==> src/rtl/hazard_scoreboard_pkg.sv <==
// Shared types and constants for the hazard scoreboard.
// Slot fields are sized for the widest supported config.
package hazard_pkg;

  localparam int AW_MAX = 8;
  localparam int TW_MAX = 4;

  localparam logic [1:0] FWD_RF = 2'd0;
  localparam logic [1:0] FWD_W  = 2'd1;
  localparam logic [1:0] FWD_M  = 2'd2;

  // Narrowed to TNEW_W bits by the user.
  localparam logic [TW_MAX-1:0] TUSE_NONE = '1;

  typedef struct packed {
    logic [AW_MAX-1:0] rs;
    logic [AW_MAX-1:0] rt;
    logic [AW_MAX-1:0] dst;
    logic              we;
    logic [TW_MAX-1:0] tnew;
    logic              md;
    logic              div;
  } slot_t;

  localparam slot_t BUBBLE = '0;

endpackage

==> src/rtl/hazard_scoreboard_if.sv <==
// D-stage hazard bundle: D operand/dest info in, stall and forward selects out.
// master = pipeline control, slave = scoreboard. HAZARD_PERF_EN adds perf counters.
interface hazard_scoreboard_if #(
  parameter int REG_AW = 5,
  parameter int TNEW_W = 2
);
  logic [REG_AW-1:0] d_rs;
  logic [REG_AW-1:0] d_rt;
  logic [TNEW_W-1:0] d_rs_tuse;
  logic [TNEW_W-1:0] d_rt_tuse;
  logic [REG_AW-1:0] d_dst;
  logic              d_we;
  logic [TNEW_W-1:0] d_tnew;
  logic              d_md_start;
  logic              d_md_div;
  logic              d_md_use;
  logic              stall;
  logic [1:0]        fwd_d_rs_sel;
  logic [1:0]        fwd_d_rt_sel;
  logic [1:0]        fwd_e_rs_sel;
  logic [1:0]        fwd_e_rt_sel;
  logic              md_start;
  logic              md_busy;
`ifdef HAZARD_PERF_EN
  logic [31:0]       perf_data_stall;
  logic [31:0]       perf_md_stall;

  modport master (
    output d_rs, d_rt, d_rs_tuse, d_rt_tuse, d_dst,
    output d_we, d_tnew, d_md_start, d_md_div, d_md_use,
    input  stall, fwd_d_rs_sel, fwd_d_rt_sel,
    input  fwd_e_rs_sel, fwd_e_rt_sel, md_start, md_busy,
    input  perf_data_stall, perf_md_stall
  );
  modport slave (
    input  d_rs, d_rt, d_rs_tuse, d_rt_tuse, d_dst,
    input  d_we, d_tnew, d_md_start, d_md_div, d_md_use,
    output stall, fwd_d_rs_sel, fwd_d_rt_sel,
    output fwd_e_rs_sel, fwd_e_rt_sel, md_start, md_busy,
    output perf_data_stall, perf_md_stall
  );
`else
  modport master (
    output d_rs, d_rt, d_rs_tuse, d_rt_tuse, d_dst,
    output d_we, d_tnew, d_md_start, d_md_div, d_md_use,
    input  stall, fwd_d_rs_sel, fwd_d_rt_sel,
    input  fwd_e_rs_sel, fwd_e_rt_sel, md_start, md_busy
  );
  modport slave (
    input  d_rs, d_rt, d_rs_tuse, d_rt_tuse, d_dst,
    input  d_we, d_tnew, d_md_start, d_md_div, d_md_use,
    output stall, fwd_d_rs_sel, fwd_d_rt_sel,
    output fwd_e_rs_sel, fwd_e_rt_sel, md_start, md_busy
  );
`endif
endinterface

==> src/rtl/hazard_scoreboard_md_busy_counter.sv <==
// HI/LO busy counter: loads mult/div latency when an md op leaves E.
// Ports: clk, reset (sync, high), start/div from E slot, busy out.
module md_busy_counter #(
  parameter int MULT_LAT = 5,
  parameter int DIV_LAT  = 10
) (
  input  logic clk,
  input  logic reset,
  input  logic start,
  input  logic div,
  output logic busy
);
  localparam int MAXL = (DIV_LAT > MULT_LAT) ? DIV_LAT : MULT_LAT;
  localparam int CW   = $clog2(MAXL + 1);

  logic [CW-1:0] cnt;

  always_ff @(posedge clk) begin
    if (reset) begin
      cnt <= '0;
    end else if (start) begin
      cnt <= div ? CW'(DIV_LAT) : CW'(MULT_LAT);
    end else if (cnt != '0) begin
      cnt <= cnt - CW'(1);
    end
  end

  assign busy = (cnt != '0);

endmodule

==> src/rtl/hazard_scoreboard.sv <==
// Hazard unit holding E/M/W dest slots with Tnew countdown; drives stall and forwards.
// Ports: clk, reset (sync, high), hz (slave). HAZARD_PERF_EN adds stall counters.
module hazard_scoreboard
  import hazard_pkg::*;
#(
  parameter int REG_AW   = 5,
  parameter int TNEW_W   = 2,
  parameter int MULT_LAT = 5,
  parameter int DIV_LAT  = 10
) (
  input logic                clk,
  input logic                reset,
  hazard_scoreboard_if.slave hz
);
  typedef logic [AW_MAX-1:0] addr_t;
  typedef logic [TW_MAX-1:0] tn_t;

  localparam tn_t NONE = tn_t'(TUSE_NONE[TNEW_W-1:0]);

  slot_t e_q, m_q, w_q;
  slot_t d_slot, m_nxt;
  logic  busy, data_stall, md_stall, stall;
  logic  unused_slot_bits;

  function automatic logic match(slot_t s, addr_t a);
    return s.we && (s.dst == a) && (a != '0);
  endfunction

  function automatic logic hold(slot_t e, slot_t m,
                                addr_t a, tn_t u);
    return (u != NONE) &&
           ((match(e, a) && (e.tnew > u)) ||
            (match(m, a) && (m.tnew > u)));
  endfunction

  function automatic logic [1:0] fwd(slot_t m, slot_t w,
                                     addr_t a);
    if (match(m, a) && (m.tnew == '0)) return FWD_M;
    if (match(w, a)) return FWD_W;
    return FWD_RF;
  endfunction

  always_comb begin
    d_slot      = BUBBLE;
    d_slot.rs   = addr_t'(hz.d_rs);
    d_slot.rt   = addr_t'(hz.d_rt);
    d_slot.dst  = addr_t'(hz.d_dst);
    d_slot.we   = hz.d_we;
    d_slot.tnew = tn_t'(hz.d_tnew);
    d_slot.md   = hz.d_md_start;
    d_slot.div  = hz.d_md_div;
  end

  // Tnew counts down one per stage, floored at 0.
  always_comb begin
    m_nxt = e_q;
    if (e_q.tnew != '0) m_nxt.tnew = e_q.tnew - tn_t'(1);
  end

  always_ff @(posedge clk) begin
    if (reset) begin
      e_q <= BUBBLE;
      m_q <= BUBBLE;
      w_q <= BUBBLE;
    end else begin
      w_q <= m_q;
      m_q <= m_nxt;
      e_q <= stall ? BUBBLE : d_slot;
    end
  end

  md_busy_counter #(
    .MULT_LAT (MULT_LAT),
    .DIV_LAT  (DIV_LAT)
  ) u_md (
    .clk   (clk),
    .reset (reset),
    .start (e_q.md),
    .div   (e_q.div),
    .busy  (busy)
  );

  always_comb begin
    data_stall =
      hold(e_q, m_q, addr_t'(hz.d_rs), tn_t'(hz.d_rs_tuse)) |
      hold(e_q, m_q, addr_t'(hz.d_rt), tn_t'(hz.d_rt_tuse));
    md_stall = hz.d_md_use & (e_q.md | busy);
    stall    = data_stall | md_stall;
  end

  assign hz.stall        = stall;
  assign hz.fwd_d_rs_sel = fwd(m_q, w_q, addr_t'(hz.d_rs));
  assign hz.fwd_d_rt_sel = fwd(m_q, w_q, addr_t'(hz.d_rt));
  assign hz.fwd_e_rs_sel = fwd(m_q, w_q, e_q.rs);
  assign hz.fwd_e_rt_sel = fwd(m_q, w_q, e_q.rt);
  assign hz.md_start     = e_q.md;
  assign hz.md_busy      = busy;

  // M/W only need dst/we (and M tnew); the rest rides along.
  assign unused_slot_bits = ^{m_q.rs, m_q.rt, m_q.md, m_q.div,
                              w_q.rs, w_q.rt, w_q.tnew,
                              w_q.md, w_q.div};

`ifdef HAZARD_PERF_EN
  logic [31:0] perf_d_q, perf_m_q;

  always_ff @(posedge clk) begin
    if (reset) begin
      perf_d_q <= '0;
      perf_m_q <= '0;
    end else begin
      if (data_stall) perf_d_q <= perf_d_q + 32'd1;
      if (md_stall)   perf_m_q <= perf_m_q + 32'd1;
    end
  end

  assign hz.perf_data_stall = perf_d_q;
  assign hz.perf_md_stall   = perf_m_q;
`endif

endmodule

==> src/flat_wrapper.sv <==
// flat-port wrapper written by rule: the top's interface ports become plain ports
module hazard_scoreboard_flat import hazard_pkg::*;
#(
  parameter int REG_AW   = 5,
  parameter int TNEW_W   = 2,
  parameter int MULT_LAT = 5,
  parameter int DIV_LAT  = 10
)
  (clk, reset, hz_d_rs, hz_d_rt, hz_d_rs_tuse, hz_d_rt_tuse, hz_d_dst, hz_d_we, hz_d_tnew, hz_d_md_start, hz_d_md_div, hz_d_md_use, hz_stall, hz_fwd_d_rs_sel, hz_fwd_d_rt_sel, hz_fwd_e_rs_sel, hz_fwd_e_rt_sel, hz_md_start, hz_md_busy);
  hazard_scoreboard_if #(.REG_AW(REG_AW), .TNEW_W(TNEW_W)) hz_i ();
  input logic clk;
  input logic reset;
  input wire logic [$bits(hz_i.d_rs)-1:0] hz_d_rs;
  input wire logic [$bits(hz_i.d_rt)-1:0] hz_d_rt;
  input wire logic [$bits(hz_i.d_rs_tuse)-1:0] hz_d_rs_tuse;
  input wire logic [$bits(hz_i.d_rt_tuse)-1:0] hz_d_rt_tuse;
  input wire logic [$bits(hz_i.d_dst)-1:0] hz_d_dst;
  input wire logic [$bits(hz_i.d_we)-1:0] hz_d_we;
  input wire logic [$bits(hz_i.d_tnew)-1:0] hz_d_tnew;
  input wire logic [$bits(hz_i.d_md_start)-1:0] hz_d_md_start;
  input wire logic [$bits(hz_i.d_md_div)-1:0] hz_d_md_div;
  input wire logic [$bits(hz_i.d_md_use)-1:0] hz_d_md_use;
  output wire logic [$bits(hz_i.stall)-1:0] hz_stall;
  output wire logic [$bits(hz_i.fwd_d_rs_sel)-1:0] hz_fwd_d_rs_sel;
  output wire logic [$bits(hz_i.fwd_d_rt_sel)-1:0] hz_fwd_d_rt_sel;
  output wire logic [$bits(hz_i.fwd_e_rs_sel)-1:0] hz_fwd_e_rs_sel;
  output wire logic [$bits(hz_i.fwd_e_rt_sel)-1:0] hz_fwd_e_rt_sel;
  output wire logic [$bits(hz_i.md_start)-1:0] hz_md_start;
  output wire logic [$bits(hz_i.md_busy)-1:0] hz_md_busy;
  assign hz_i.d_rs = hz_d_rs;
  assign hz_i.d_rt = hz_d_rt;
  assign hz_i.d_rs_tuse = hz_d_rs_tuse;
  assign hz_i.d_rt_tuse = hz_d_rt_tuse;
  assign hz_i.d_dst = hz_d_dst;
  assign hz_i.d_we = hz_d_we;
  assign hz_i.d_tnew = hz_d_tnew;
  assign hz_i.d_md_start = hz_d_md_start;
  assign hz_i.d_md_div = hz_d_md_div;
  assign hz_i.d_md_use = hz_d_md_use;
  assign hz_stall = hz_i.stall;
  assign hz_fwd_d_rs_sel = hz_i.fwd_d_rs_sel;
  assign hz_fwd_d_rt_sel = hz_i.fwd_d_rt_sel;
  assign hz_fwd_e_rs_sel = hz_i.fwd_e_rs_sel;
  assign hz_fwd_e_rt_sel = hz_i.fwd_e_rt_sel;
  assign hz_md_start = hz_i.md_start;
  assign hz_md_busy = hz_i.md_busy;
  hazard_scoreboard #(.REG_AW(REG_AW), .TNEW_W(TNEW_W), .MULT_LAT(MULT_LAT), .DIV_LAT(DIV_LAT)) u_core (.clk(clk), .reset(reset), .hz(hz_i));
endmodule
==> config.mk <==
export PLATFORM = sky130hd
export DESIGN_NAME = hazard_scoreboard_flat
export DESIGN_NICKNAME = d
export VERILOG_FILES = /design/src/rtl/hazard_scoreboard_pkg.sv /design/src/rtl/hazard_scoreboard_if.sv /design/src/rtl/hazard_scoreboard_md_busy_counter.sv /design/src/rtl/hazard_scoreboard.sv /design/src/flat_wrapper.sv
export SDC_FILE = /design/constraint.sdc
export NUM_CORES = 1
export LEC_CHECK = 0
export BUFFER_PORTS_ARGS = -buffer_cell sky130_fd_sc_hd__buf_2
export CAP_MARGIN = 15
export CORE_ASPECT_RATIO = 1.5
export CORE_UTILIZATION = 60
export DETAILED_ROUTE_END_ITERATION = 8
export PLACE_DENSITY = 0.83
export SETUP_SLACK_MARGIN = 0.4
export SYNTH_ARGS = -nofsm -noshare
export SYNTH_HDL_FRONTEND = slang
export SYNTH_SLANG_ARGS = --single-unit
export TNS_END_PERCENT = 5
==> constraint.sdc <==
create_clock -name clk -period 3.7 [get_ports clk]
set_input_delay 0.74 -clock clk [delete_from_list [all_inputs] [get_ports clk]]
set_output_delay 0.74 -clock clk [all_outputs]
set_load 0.005 [all_outputs]
; ---- After elaboration in Yosys (flattened, before gate mapping)
; Index checks and enable logic that the tools add are counted.
; W data, S select, Z words.
[classes]
shift = 0
n_eq_ne = 12
n_div = 0
n_mux = 32
reduce_logical = 41
bitwise = 4
add_sub_neg = 2
order_cmp = 4
n_mul = 0
[op_table]
columns = op, n
row1 = $eq A8 B5 Y1, 6
row2 = $eq A8 B8 Y1, 4
row3 = $mux W2, 16
row4 = $logic_and A1 B1 Y1, 30
row5 = $gt A4 B2 Y1, 4
row6 = $mux W4, 4
row7 = $reduce_bool A8 Y1, 2
row8 = $mux W1, 12
row9 = $reduce_bool A5 Y1, 2
row10 = $reduce_bool A4 Y1, 2
row11 = $sub A4 B1 Y4 const B, 2
row12 = $logic_not A4 Y1, 1
row13 = $ne A2 B2 Y1 const B, 2
row14 = $or A1 B1 Y1, 3
row15 = $logic_or A1 B1 Y1, 2
row16 = $reduce_bool A2 Y1, 1
row17 = $reduce_or A2 Y1, 1
row18 = $and A1 B1 Y1, 1
[totals]
rom_bits = 0
reg_bits = 57
elab_cells = 112
latchBits = 0
mem_bits_rw = 0
mem_count = 0

; ---- Longest topological paths before layout
; Gate-level depths: netlist (run 1).
[logic_depth]
depth_word = 9
ltp_mapped = 8

; ---- Cells and area by module
; Synthesis (run 1) repeated with hierarchy kept, for this count alone.
[unflattened]
hier_cells = 250
area_unflattened_um2 = 2341.0
[by_module_without_submodules]
columns = module, cells_per_inst, seq_area_each_um2, n_inst, area_each_um2
row1 = hazard_scoreboard, 224, 700.7, 1, 2108.3
row2 = md_busy_counter, 26, 80.1, 1, 232.7

; ---- Least setup slack after synthesis (run 1)
; OpenSTA, ideal clock, no wires.
[synth_path]
path_type = in2out
startpoint = in hz_d_rs_tuse[1]
endpoint = out hz_stall
arrival_time_ns = 1.946
t_required_ns = 2.960
slack_ns = 1.014
stages = 7
path_cell_list = inv_1 > ha_1 > nor2b_1 > o211ai_1 > or4_1 > nand3_1 > or2_1
[synth_via]
elab_chain_cells = 6
elab_cells_between_ends = 9
cone_classes = 2 x order compare / 1 x eq/ne / 2 x bitwise / 4 x reduce/logical
[synth_lines]
columns = item, line_no
row1 = "start, declared", flat_wrapper.sv:15  ; input wire logic [$bits(hz_i.d_rs_tuse)-1:0] hz_d_rs_tuse;
row2 = "$gt A4 B2 Y1, on equally long branches", "hazard_scoreboard.sv:32, hazard_scoreboard.sv:33"
row3 = "$logic_and A1 B1 Y1, on equally long branches", "hazard_scoreboard.sv:32, hazard_scoreboard.sv:33"
row4 = $logic_or A1 B1 Y1, hazard_scoreboard.sv:32  ; ((match(e, a) && (e.tnew > u)) ||
row5 = $logic_and A1 B1 Y1 (*), hazard_scoreboard.sv:31  ; return (u != NONE) &&
row6 = $or A1 B1 Y1 (*), hazard_scoreboard.sv:85  ; hold(e_q, m_q, addr_t'(hz.d_rs), tn_t'(hz.d_rs_tuse)) |
row7 = $or A1 B1 Y1 (*), hazard_scoreboard.sv:88  ; stall = data_stall | md_stall;
row8 = "end, declared", flat_wrapper.sv:23  ; output wire logic [$bits(hz_i.stall)-1:0] hz_stall;
; Every way passes the cells marked *; elsewhere a longest branch is shown, timed or not.

; ---- Worst setup path after layout (run 1)
[layout_path]
startpoint = in hz_d_rs[1]
endpoint = out hz_fwd_d_rs_sel[0]
[layout_via]
elab_chain_cells = 7
elab_cells_between_ends = 14
cone_classes = 2 x eq/ne / 6 x mux / 6 x reduce/logical
[layout_lines]
columns = item, line_no
row1 = "start, declared", flat_wrapper.sv:13  ; input wire logic [$bits(hz_i.d_rs)-1:0] hz_d_rs;
row2 = $eq A8 B5 Y1, hazard_scoreboard.sv:26  ; return s.we && (s.dst == a) && (a != '0);
row3 = $logic_and A1 B1 Y1 (2 in series), hazard_scoreboard.sv:26
row4 = $mux W1 (2 in series), hazard_scoreboard.sv:39  ; if (match(w, a)) return FWD_W;
row5 = $mux W2, hazard_scoreboard.sv:40  ; return FWD_RF;
row6 = $mux W2 (*), hazard_scoreboard.sv:39
row7 = "end, declared", flat_wrapper.sv:24  ; output wire logic [$bits(hz_i.fwd_d_rs_sel)-1:0] hz_fwd_d_rs_sel;
; Every way passes the cells marked *; elsewhere a longest branch is shown, timed or not. The select of a mux whose other input is x is not followed.

==> results of run 1 <==
## stage by stage
step / power (mW) / cell area, um^2 / utilization (%) / instances / worst slack [ns]
floorplan: 0.846 / 2310 / - / 242 / 1.01
global placement: 0.932 / 2470 / 67.1 / 305 / 0.685
detailed placement: 0.948 / 2470 / 67.1 / 305 / 0.671
CTS: 1.25 / 2570 / 69.8 / 313 / 0.632
global route: 1.32 / 2570 / 69.8 / 313 / 0.573
finish: 1.25 / 2570 / 69.8 / 313 / 0.634
## worst register-to-register path: cells and delay by family, from the launching register on
kind,cells,cell delay [ns]
buf+inv,1,0.32
fa+ha+maj,1,0.29
compound gates,1,0.08
simple gates,4,0.86
flops,1,0.34
## report_power, final
part / internal (mW) / switching, mW / leakage (nW) / total (mW)
combinational: 0.190 / 0.199 / 0.679 / 0.389
clock: 0.152 / 0.155 / 0.0474 / 0.307
sequential: 0.480 / 0.0737 / 0.321 / 0.554
total: 0.822 / 0.428 / 1.05 / 1.25
## final timing paths
kind | end | startpoint | depth (start not counted) | slack [ns]
worst min register to register | u_core.m_q[2] | u_core.e_q[2] | 1 | 0.44
worst max-delay path | hz_fwd_d_rs_sel[0] | hz_d_rs[1] | 7 | 0.63
worst min-delay path | u_core.m_q[2] | u_core.e_q[2] | 1 | 0.44
worst max register to register | u_core.e_q[24] | u_core.e_q[3] | 7 | 1.65
## metal layers
layer | vias to the layer above | global-route usage [%]
met5 | - | 0
met1 | 857 | 31.0
met2 | 57 | 50.1
li1 | 876 | -
met3 | 8 | 4.51
met4 | 0 | 9.74
## placed cells by master (no fill, tap or decap), types with 5 or more instances in the layout
master	instances
nor4_2	10
nand3_1	5
nand4_1	6
ha_1	10
nor2_1	6
dfxtp_1	39
xnor2_1	37
nor2b_1	17
nor4_1	8
nand2_1	10
buf_2	37
nor4b_2	10
clkbuf_8	6
xor2_1	16
or4_1	9
inv_1	16
## registers in the layout, summed over array words and instances, names as in the netlist
| signal | flops |
|---|---|
| u_core.e_q | 19 |
| u_core.m_q | 9 |
| u_core.w_q | 6 |
| u_core.u_md.cnt | 4 |
| u_core.hz.md_start | 1 |
## cell families after synthesis
logic type / after synthesis / synth area share, %
xor+xnor: 53 / 20.1
other cells: 1 / 0.163
compound gates: 13 / 4.01
buf+inv: 35 / 6.45
flops: 39 / 33.8
simple gates: 91 / 30.0
fa+ha+maj: 10 / 5.42
## final cells by class
cell class	instances	area [um^2]
sequential	39	781
timing repair buffer	39	200
clock buffer	6	82.6
clock inverter	2	16.3
inverter	16	60.1
tap	43	53.8
fill	286	1110
multi-input combinational	168	1380
==> flow_summary.yaml, run 1 <==
run_status:
  status: "complete, no violations"
global_routing:
  grt_pass1_wl_um: 8080
  grt_start_max_net_pins: 39
  grt_antenna_before_repair: 0
  overflow: 0
  grt_pass1_vias: 1769
  grt_use_total_pct: 27.7
timing:
  setup_viol: 0
  rsz0062_at_grt: "no"
  tns_ns: 0
  fin_crit_ns: 3.07
  tightest_slew_ns: 0.853
  finalMaxSlewViolations: 0
  hold_ws_ns: 0.437
  post-route-period-util_pct: 82.9
  hold_viol: 0
  timing.slew.headroom_pct: 43.1
  finClkSkew_ns: 0.00655
  fmax_mhz: 326
critical_path:
  path_max_fanout: 5
  worstPathCellList: "buf_2, or4_1, nor2_2, or4_1, nor4_1, nor4_1, buf_2"
  required_ns: 2.96
  crit_path_end_kind: "output port"
  cpLargestDelayFamily: "simple AND/OR/NAND/NOR gates"
  crit_buf_inv: 2
  max_stage_delay_ns: 0.56
  worst_ep_arrival_time_ns: 2.33
  criticalPathCategory: "in -> out"
  startpoint_type: "primary input"
  cp_slowest_cell: "or4_1"
finish:
  nNetsFinal: 306
  antennaDiodeCount: 0
  area_growth_pct: 11.4
  drive_above_1_share_pct: 26.3
clocking:
  postCtsHoldBufs: 0
  clk_pin_slew_worst_paths_ns: 0.07
  cts_resized: 0
  cts_buffers: 5
  cts.sinks: 39
  htree_num_levels: 2
  cts_tree: "done"
  ctsRootBufferMaster: "clkbuf_8"
  clock_latency_ns: 0.29
  postCtsSetupRepairBufs: 0
  clockBufferDepth: 2
power_and_ir_drop:
  powerDensity_nw_per_um2: 486
  vdd_drop_max_mv: 0.553
  p_leak_nw: 1.05
placement:
  dp_hpwl_um: 3770
  portBuffers: 37
  gp_congestion: 0.846
detailed_routing:
  firstDrtPassIters: 4
  vias_per_cell: 5.74
  via_count: 1798
  met2_length_um: 2720
  routed-wl-met3_um: 217
  drtAntennaViolNets: 0
  top_layer: "met4"
  wl_um: 5120
  drc: 0
  drt-initial-drc-count: 66
  wl_met1_um: 2090
  wire_per_inst_um: 16.4
synthesis:
  syn_inst: 242
  synth.net_count: 279
  synth_edf_count: 0
  yosys.cell_types.count: 34
  synth_most_common_cell: "dfxtp_1"
  synth_area_um2: 2310
  async_flop_share_pct: 0
  synthesis.yosys.warnings: 0
  yosys.area.top_type: "dfxtp_1"
  ys.flop_type: "dfxtp_1"
  ys_seq_area_share_pct: 33.8
  avgSynthCellArea_um2: 9.53
  synthTopCellsByArea: "dfxtp_1 34%, xnor2_1 14%, nor4b_2 6.5%"
  synth_top_cell_area_share_pct: 33.8
  synth_seq_cells: 39
  netlist_top_cells_count: "39 x dfxtp_1, 37 x xnor2_1, 17 x nor2b_1, 16 x inv_1, 16 x xor2_1"
floorplan:
  num_rows: 27
  die_h_um: 77.9
  start_util_pct: 62.7
  ios: 38
  die_w_um: 52.6
  core_area_um2: 3680
  dieArea_um2: 4100
worst_hold_path:
  hp-class: "reg -> reg"
run:
  drv_cap: 0
Note: power is estimated with default switching activity, not from simulation.
==> run 2: changes to the inputs <==
- CORE_UTILIZATION: 60 -> 56
- PLACE_DENSITY: 0.83 -> 0.78
- clock period: 3.7 -> 2.9 ns (I/O delays scaled with it)
==> flow_summary.yaml, run 2 (synthesis results as in run 1) <==
run_status:
  status: "complete, no violations"
floorplan:
  die_h_um: 80.6
  core_area_um2: 3960
  die_w_um: 54.4
  num_rows: 28
  dieArea_um2: 4390
  start_util_pct: 58.3
  ios: 38
timing:
  setup_viol: 0
  rsz0062_at_grt: "yes"
  timing.slew.headroom_pct: 44.2
  hold_viol: 0
  tns_ns: 0
  fin_crit_ns: 2.57
  finClkSkew_ns: 0.00442
  fmax_mhz: 388
  post-route-period-util_pct: 88.8
  finalMaxSlewViolations: 0
  tightest_slew_ns: 0.836
clocking:
  ctsRootBufferMaster: "clkbuf_8"
  cts_buffers: 5
  clk_pin_slew_worst_paths_ns: 0.07
  clock_latency_ns: 0.29
  clockBufferDepth: 2
  postCtsHoldBufs: 0
  htree_num_levels: 2
  cts_tree: "done"
  cts.sinks: 39
detailed_routing:
  drtAntennaViolNets: 0
  firstDrtPassIters: 4
  drc: 0
  drt-initial-drc-count: 39
  wire_per_inst_um: 16.4
  wl_um: 5220
  vias_per_cell: 5.69
  via_count: 1810
global_routing:
  grt_pass1_wl_um: 8340
  grt_start_max_net_pins: 39
  grt_pass1_vias: 1780
  grt_use_total_pct: 27.5
  overflow: 0
  grt_antenna_before_repair: 0
finish:
  reg_top3: "u_core.e_q (19), u_core.m_q (9), u_core.w_q (6)"
  antennaDiodeCount: 0
  final_common_cell: "xnor2_1"
  final_cell_mix: "37 x xnor2_1, 32 x buf_2, 32 x dfxtp_1"
  nNetsFinal: 309
  top_register: "u_core.e_q"
  seq_area_um2: 790
  multi_input_area_um2: 1460
  largest_reg_flops: 19
  final_area_um2: 2750
  area_growth_pct: 19.1
  fillerInstances: 325
  drive_above_1_share_pct: 34.1
run:
  drv_cap: 0
critical_path:
  timing.rr.start: "u_core.e_q[2]"
  startpoint_type: "primary input"
  max_stage_delay_ns: 0.49
  criticalPathCategory: "in -> out"
  worst_ep_arrival_time_ns: 1.99
  cpMostUsedCell: "buf_2"
  crit_path_end_kind: "output port"
  worstPathCellList: "buf_2, inv_1, ha_1, nand2_1, nand3_1, or4_1, nand3_2, or2_1, buf_2"
  path_max_fanout: 2
  required_ns: 2.32
  cp_slowest_cell: "or4_1"
  reg2reg_depth: 9
  worstSetupStartpoint: "hz_d_rt_tuse[1]"
placement:
  gp_congestion: 0.874
  portBuffers: 37
  dpl_cell_area_um2: 2470
  dp_hpwl_um: 3820
power_and_ir_drop:
  p_leak_nw: 1.11
  powerDensity_nw_per_um2: 624
  vdd_drop_max_mv: 0.653
worst_hold_path:
  hp-class: "reg -> reg"
  hold_depth: 1
  worstHoldStart: "u_core.e_q[2]"
==> run 2: changes by cell type in the layout (fill, tap and decap cells not counted), moves of 3 or more <==
| cell | previous run | this run |
|---|---|---|
| buf_2 | 37 | 32 |
| buf_4 | 2 | 6 |
| dfxtp_1 | 39 | 32 |
| dfxtp_2 | 0 | 7 |
| nor4_1 | 8 | 2 |
| nor4_2 | 10 | 14 |
| or4_1 | 9 | 6 |
| or4_4 | 1 | 4 |
==> run 2: worst max-delay path: cells and delay by family <==
family	cells	cell delay [ns]
AND/OR/NAND/NOR	5	0.86
adder cells (fa/ha/maj)	1	0.30
buffers and inverters	3	0.24
==> run 2: per-layer routing <==
layer | wire, um | GRT usage, % | share of wire, % | up-vias
met4 | 217 | 14.6 | 4.2 | 0
met5 | 0 | 0 | 0 | -
met3 | 174 | 4.55 | 3.3 | 17
met2 | 2750 | 47.8 | 53 | 55
met1 | 2080 | 30.2 | 40 | 857
li1 | - | - | - | 881
==> run 2: area by class of cell <==
| class | count | area share, % |
|---|---|---|
| clock inverters | 2 | 1.41 |
| clock buffers | 6 | 3.00 |
| repair buffers | 42 | 9.38 |
| inverters | 16 | 2.18 |
| flip-flops and latches | 39 | 28.7 |
| well taps | 45 | 2.05 |
| multi-input cells | 168 | 53.3 |
==> run 2: repair_timing <==
action / 4_1_cts / 5_1_grt
buffers inserted: 3 / 0
pin swaps: 12 / 4
endpoints found under the hold margin: 0 / 0
gates resized for setup: 28 / 8
endpoints found under the setup margin: 9 / 9
==> run 2: where the power goes <==
group          switching, mW  internal (mW)
sequential            0.0958          0.614
combinational          0.262          0.267
clock                  0.194          0.283
total                  0.552           1.16
==> run 2: final timing paths <==
path | end | slack, ns
worst max register to register | u_core.e_q[25] | 0.83
worst max-delay path | hz_stall | 0.33
worst min register to register | u_core.m_q[2] | 0.42
worst min-delay path | u_core.m_q[2] | 0.42
==> run 2: through the flow <==
step / cells / power, mW / setup WS, ns / util [%] / hold WS (ns)
2_1_floorplan: 242 / 1.08 / 0.534 / - / 0.398
3_3_place_gp: 307 / 1.19 / 0.213 / 62.5 / 0.421
3_5_place_dp: 307 / 1.21 / 0.200 / 62.5 / 0.418
4_1_cts: 318 / 1.72 / 0.334 / 68.6 / 0.431
5_1_grt: 318 / 1.81 / 0.229 / 69.4 / 0.438
6_report: 318 / 1.72 / 0.326 / 69.4 / 0.416
